$ cat config.mk
export PLATFORM = sky130hd
export DESIGN_NAME = sample_tx_sched
export DESIGN_NICKNAME = d
export VERILOG_FILES = /design/src/rtl/sample_tx_sched.sv
export SDC_FILE = /design/constraint.sdc
export NUM_CORES = 1
export LEC_CHECK = 0
export ABC_AREA = 1
export BUFFER_PORTS_ARGS = -buffer_cell sky130_fd_sc_hd__buf_2
export CAP_MARGIN = 20
export CELL_PAD_IN_SITES_DETAIL_PLACEMENT = 0
export CELL_PAD_IN_SITES_GLOBAL_PLACEMENT = 1
export CORE_MARGIN = 3
export CORE_UTILIZATION = 39
export DETAILED_ROUTE_END_ITERATION = 8
export PLACE_DENSITY_LB_ADDON = 0.1
export RECOVER_POWER = 50
export SLEW_MARGIN = 20
export SYNTH_ARGS = -nofsm -noshare
export SYNTH_HDL_FRONTEND = slang
export SYNTH_SLANG_ARGS = --single-unit
export TNS_END_PERCENT = 10
$ cat constraint.sdc
create_clock -name clk -period 2.84 [get_ports clk]
set_input_delay 0 -clock clk [delete_from_list [all_inputs] [get_ports clk]]
set_output_delay 0 -clock clk [all_outputs]
set_load 0.02 [all_outputs]
$ cat src/rtl/sample_tx_sched.sv
// sample_tx_sched: round-robin scheduler that shares one UART byte serializer
// among NCH 12-bit sample sources. Each grant is sent as an ASCII frame
// "<ch><hex><hex><hex>\r\n". Also produces the baud-rate strobe.
//
// state     | meaning
// ----------+----------------------------------------------------------
// IDLE      | no frame in flight; arbitrate among req when en=1
// SEND      | tx_start pulse; tx_byte valid for the serializer
// WAIT_ACC  | waiting for tx_busy to rise (timeout means accepted+done)
// WAIT_DONE | serializer busy; wait for tx_busy to fall
// NEXT      | advance byte index, or finish the frame after LF
module sample_tx_sched #(
    parameter int NCH         = 4,
    parameter int BAUD_DIV    = 104,
    parameter int ACC_TIMEOUT = 16
) (
    input  logic              clk,
    input  logic              rst_n,
    input  logic              en,
    input  logic [NCH-1:0]    req,
    input  logic [12*NCH-1:0] data_flat,
    output logic [NCH-1:0]    ack,
    output logic [2:0]        grant_ch,
    output logic              busy,
    output logic              baud_tick,
    output logic [7:0]        tx_byte,
    output logic              tx_start,
    input  logic              tx_busy
);

    localparam int CW = (BAUD_DIV > 1) ? $clog2(BAUD_DIV) : 1;
    localparam int TW = $clog2(ACC_TIMEOUT + 1);
    localparam logic [CW-1:0] BAUD_LAST = CW'(BAUD_DIV - 1);
    localparam logic [TW-1:0] TMR_LOAD  = TW'(ACC_TIMEOUT - 1);
    localparam logic [2:0]    LAST_INIT = 3'(NCH - 1);

    typedef enum logic [2:0] {
        S_IDLE,
        S_SEND,
        S_WAIT_ACC,
        S_WAIT_DONE,
        S_NEXT
    } state_t;

    state_t         state_q, state_d;
    logic [CW-1:0]  cnt_q, cnt_d;
    logic [TW-1:0]  tmr_q, tmr_d;
    logic [2:0]     idx_q, idx_d;
    logic [2:0]     last_q, last_d;
    logic [2:0]     grant_q, grant_d;
    logic [11:0]    sample_q, sample_d;
    logic [7:0]     tx_byte_q, tx_byte_d;
    logic           busy_q, busy_d;

    logic           hi_found, lo_found, win_found, grant_ok;
    logic [2:0]     hi_idx, lo_idx, win_idx;
    logic [11:0]    win_data;

    function automatic logic [7:0] hex_ascii(input logic [3:0] n);
        return (n < 4'd10) ? (8'h30 + {4'h0, n}) : (8'h37 + {4'h0, n});
    endfunction

    function automatic logic [7:0] frame_byte(input logic [2:0] idx,
                                              input logic [2:0] ch,
                                              input logic [11:0] smp);
        case (idx)
            3'd0:    return 8'h30 + {5'b0, ch};
            3'd1:    return hex_ascii(smp[11:8]);
            3'd2:    return hex_ascii(smp[7:4]);
            3'd3:    return hex_ascii(smp[3:0]);
            3'd4:    return 8'h0D;
            default: return 8'h0A;
        endcase
    endfunction

    // Rotating priority: lowest requester above last wins, else lowest at/below last.
    always_comb begin
        hi_found = 1'b0;
        lo_found = 1'b0;
        hi_idx   = '0;
        lo_idx   = '0;
        for (int i = NCH - 1; i >= 0; i--) begin
            if (req[i]) begin
                if (i > int'(last_q)) begin
                    hi_found = 1'b1;
                    hi_idx   = 3'(i);
                end else begin
                    lo_found = 1'b1;
                    lo_idx   = 3'(i);
                end
            end
        end
        win_found = hi_found | lo_found;
        win_idx   = hi_found ? hi_idx : lo_idx;
        win_data  = '0;
        for (int i = 0; i < NCH; i++) begin
            if (win_idx == 3'(i)) win_data = data_flat[12*i +: 12];
        end
        grant_ok = rst_n && en && (state_q == S_IDLE) && win_found;
    end

    // Outputs decoded straight from state so reset silences them in the same cycle.
    always_comb begin
        ack = '0;
        for (int i = 0; i < NCH; i++) begin
            ack[i] = grant_ok && (win_idx == 3'(i));
        end
        tx_start  = rst_n && (state_q == S_SEND);
        baud_tick = rst_n && en && (cnt_q == BAUD_LAST);
        tx_byte   = tx_byte_q;
        busy      = busy_q;
        grant_ch  = grant_q;
    end

    // Next-state computation for the baud counter and the frame sequencer.
    always_comb begin
        cnt_d     = en ? ((cnt_q == BAUD_LAST) ? '0 : cnt_q + 1'b1) : '0;
        state_d   = state_q;
        tmr_d     = tmr_q;
        idx_d     = idx_q;
        last_d    = last_q;
        grant_d   = grant_q;
        sample_d  = sample_q;
        tx_byte_d = tx_byte_q;
        busy_d    = busy_q;
        case (state_q)
            S_IDLE: begin
                if (grant_ok) begin
                    sample_d  = win_data;
                    grant_d   = win_idx;
                    last_d    = win_idx;
                    busy_d    = 1'b1;
                    idx_d     = 3'd0;
                    tx_byte_d = frame_byte(3'd0, win_idx, win_data);
                    state_d   = S_SEND;
                end
            end
            S_SEND: begin
                tmr_d   = TMR_LOAD;
                state_d = S_WAIT_ACC;
            end
            S_WAIT_ACC: begin
                if (tx_busy) begin
                    state_d = S_WAIT_DONE;
                end else if (tmr_q == '0) begin
                    state_d = S_NEXT;
                end else begin
                    tmr_d = tmr_q - 1'b1;
                end
            end
            S_WAIT_DONE: begin
                if (!tx_busy) state_d = S_NEXT;
            end
            S_NEXT: begin
                if (idx_q == 3'd5) begin
                    busy_d  = 1'b0;
                    state_d = S_IDLE;
                end else begin
                    idx_d     = idx_q + 3'd1;
                    tx_byte_d = frame_byte(idx_q + 3'd1, grant_q, sample_q);
                    state_d   = S_SEND;
                end
            end
            default: state_d = S_IDLE;
        endcase
    end

    // State registers with synchronous active-low reset.
    always_ff @(posedge clk) begin
        if (!rst_n) begin
            state_q   <= S_IDLE;
            cnt_q     <= '0;
            tmr_q     <= '0;
            idx_q     <= '0;
            last_q    <= LAST_INIT;
            grant_q   <= '0;
            sample_q  <= '0;
            tx_byte_q <= '0;
            busy_q    <= 1'b0;
        end else begin
            state_q   <= state_d;
            cnt_q     <= cnt_d;
            tmr_q     <= tmr_d;
            idx_q     <= idx_d;
            last_q    <= last_d;
            grant_q   <= grant_d;
            sample_q  <= sample_d;
            tx_byte_q <= tx_byte_d;
            busy_q    <= busy_d;
        end
    end

endmodule

==> results by group <==
Clock tree
  • CTS tree: built
  • CTS sink cnt: 42
  • Clk buf depth: 2
  • Clock latency at the later pin of the worst-skew pair: approximately 0.30 ns
  • CTS buffer count: 5
  • Post-CTS Setup Inserts: 0
  • H-tree depth: 2
  • Root buffer cell: clkbuf_8
  • Worst-path clk slew: 0.08 ns

Floorplanning
  • Die Span X: 89.30 um
  • Die height: 89.30 um
  • Die area: 7974 um^2
  • # rows: 29
  • IO Pins: 74
  • Initial core utilization: roughly two fifths
  • Placeable Area: 6531 um^2

Synth
  • Post-Syn Area: approximately 2700 um^2
  • Synth cell types: 34
  • Number of synthesized flops with an enable pin: 0
  • Synthesized area per cell: between 6 and 7 um^2
  • YS warnings: 0
  • Synth async-reset ratio: 0%
  • Seq/Total Area, Yosys: approximately 31%
  • Synth Instances: 421
  • Top FF cell, synth: dfxtp_1
  • Seq cells post-synth: 42

Detailed routing
  • Wirelength, routed: 7086 um
  • WL/cell: approximately 12 um
  • Vias post-DR: roughly 2800
  • ANT nets after route: 0
  • Drt pass-1 iters: 4
  • Vias/cell: 4.998
  • Initial DRC Count: 83
  • DRC viols: 0

Setup path
  • Worst-path cell chain: nor2_1, inv_2, nor2_1, nand3_1, clkbuf_1, inv_2, nand2_1, nor2_1, buf_2
  • Startpoint Class: register
  • Crit-path max cell delay: 0.38 ns
  • CP Max Fanout: 22
  • Critical-path top delay cell: inv_2
  • Crit end category: primary output
  • WP data required: 2.84 ns
  • Critical path class: register to primary output
  • Critical Path Most Common Cell: nor2_1
  • CP Data Arrival Time: 2.24 ns

Finish
  • Share of post-route cells with drive strength above 1: between 10% and 20%
  • Antenna Cells: 0
  • Area Growth Syn to Fin: 17.85%
  • Fill count: 702
  • Final nets: 556
  • Non-Filler Instances: between 500 and 600

Timing
  • Final Cycle Share: roughly four fifths
  • Skew final: 0.01238 ns
  • Final hold vios: 0
  • Worst-Margin Slew: 0.6721 ns
  • Rel. slew slack: between 50% and 60%
  • Tmin final: 2.239 ns
  • Unrepaired setup endpoints after global routing: false
  • Fmax: roughly 450 MHz
  • Setup-failing EPs final: 0
  • Slew Limit Fails: 0
  • Fin Setup TNS: 0 ns

Global route
  • Tot GR Track Use: 18.89%
  • Grt total ovfl: 0
  • Vias in the first global route: about 2600
  • First-pass GRT wire length: 11860 um
  • Initial antenna violation count: 0
  • Largest net degree at the start of global routing: 23

Hold path
  • Worst Hold Class: input port to register

Pwr
  • Worst VDD drop: ~0.25 mV
  • Leak: 0.001517 uW
  • Cell Pwr Density: 657.9 nW/um^2

Placed design
  • Placer Congestion: 0.9398
  • Cell count after placement: 557
  • Final HPWL DP: 5641 um
  • # port buffers: 71

Run status
  • Status: finished, final reports clean

Flow run
  • Max-capacitance violation count: 0
## critical path: cells and delay by family (launching register included)
family | cells | cell delay (ns)
buffers and inverters | 4 | 0.87
AND/OR/NAND/NOR | 5 | 0.72
flip-flops | 1 | 0.34
## cell usage after synthesis (all sizes together) (2+ instances only)
cell type | instances | area (um^2)
ha | 11 | 137.6
nand3 | 31 | 155.2
a21oi | 26 | 130.1
clkbuf | 5 | 18.77
nor3 | 7 | 46.30
o221ai | 3 | 26.28
xor2 | 4 | 35.03
nand4 | 25 | 156.4
clkinv | 2 | 7.510
nor3b | 2 | 15.01
inv | 56 | 210.2
buf | 10 | 66.31
dfxtp | 42 | 840.8
o211ai | 3 | 22.52
nand2 | 106 | 415.4
o21ai | 31 | 155.2
nor2 | 48 | 205.2
a31oi | 2 | 12.51
## per-layer routing
layer / track usage [%] / vias up / routed length [um]
met2: 28.33 / 75 / 3035
met1: 27.27 / 1237 / 3544
met3: 4.332 / 7 / 441
met4: 4.871 / 0 / 65
met5: 0 / - / 0
li1: - / 1515 / -
## where the power goes
group / switching, uW / total, uW / internal, uW
Clock: 210 / 472 / 262
Combinational: 560 / 849 / 289
Sequential: 79.8 / 777 / 697
Total: 849 / 2100 / 1250
## per-stage QoR
stage / total power (uW) / utilization [%] / hold slack, ns / cell area, um^2 / setup WS, ns
floorplan: 1449 / - / 0.07665 / 2710 / 1.333
global placement: 1657 / 47.34 / 0.2600 / 3092 / 0.9313
detailed placement: 1663 / 47.34 / 0.2587 / 3092 / 0.8449
CTS: 2144 / 49.33 / 0.02962 / 3222 / 0.7264
global route: 2283 / 48.83 / 0.04692 / 3189 / 0.2440
finish: 2098 / 48.83 / 0.04326 / 3189 / 0.6006
## path summary, 6_finish.rpt
| check | startpoint | slack, ns | to | cells past startpoint |
|---|---|---|---|---|
| worst min register to register | cnt_q[0]$_SDFF_PP0_ | 0.46 | cnt_q[0]$_SDFF_PP0_ | 1 |
| worst min-delay path | data_flat[47] | 0.04 | sample_q[11]$_SDFFE_PN0P_ | 5 |
| worst max register to register | state_q[1]$_SDFFE_PN0P_ | 0.70 | tx_byte[0]$_SDFFE_PN0P_ | 11 |
| worst max-delay path | state_q[1]$_SDFFE_PN0P_ | 0.60 | ack[3] | 9 |
## final cells by class
cell class                 count  area, um^2  share of cell area, %
tap                           77       96.34                  3.021
inverter                      58       217.7                  6.826
sequential                    42       840.8                  26.36
multi-input combinational    307        1553                  48.69
clock inverter                 2       37.54                  1.177
timing repair buffer          75       371.6                  11.65
clock buffer                   6       72.57                  2.275
## cell families (layout without fill, tap and decap cells)
| family | Yosys count | after routing | share of synthesized area (%) |
|---|---|---|---|
| flops | 42 | 42 | 31.07 |
| buf+inv | 73 | 141 | 11.19 |
| compound gates | 70 | 70 | 14.19 |
| fa+ha+maj | 11 | 11 | 5.085 |
| xor+xnor | 5 | 5 | 1.618 |
| simple gates | 219 | 219 | 36.71 |
| other cells | 1 | 2 | 0.1386 |
## registers in the layout (all words and copies together) (netlist names)
register and flops:
busy 1, tx_byte 7, idx_q 3, tmr_q 5
state_q 3, cnt_q 7, grant_ch 2, sample_q 12
last_q 2
## what timing repair did
action,in CTS,in global routing
hold buffers,2,0
endpoints found under the hold margin,2,0
gates resized for setup,0,0
## layout by cell type, fill, tap and decap left out, drive strengths merged, types with 11 or more instances in the layout
cell / count
o21ai: 31
clkbuf: 19
nand2: 106
nand4: 25
a21oi: 26
nor2: 48
nand3: 31
buf: 60
dfxtp: 42
inv: 56
ha: 11
Note: power is estimated with default switching activity, not from simulation.
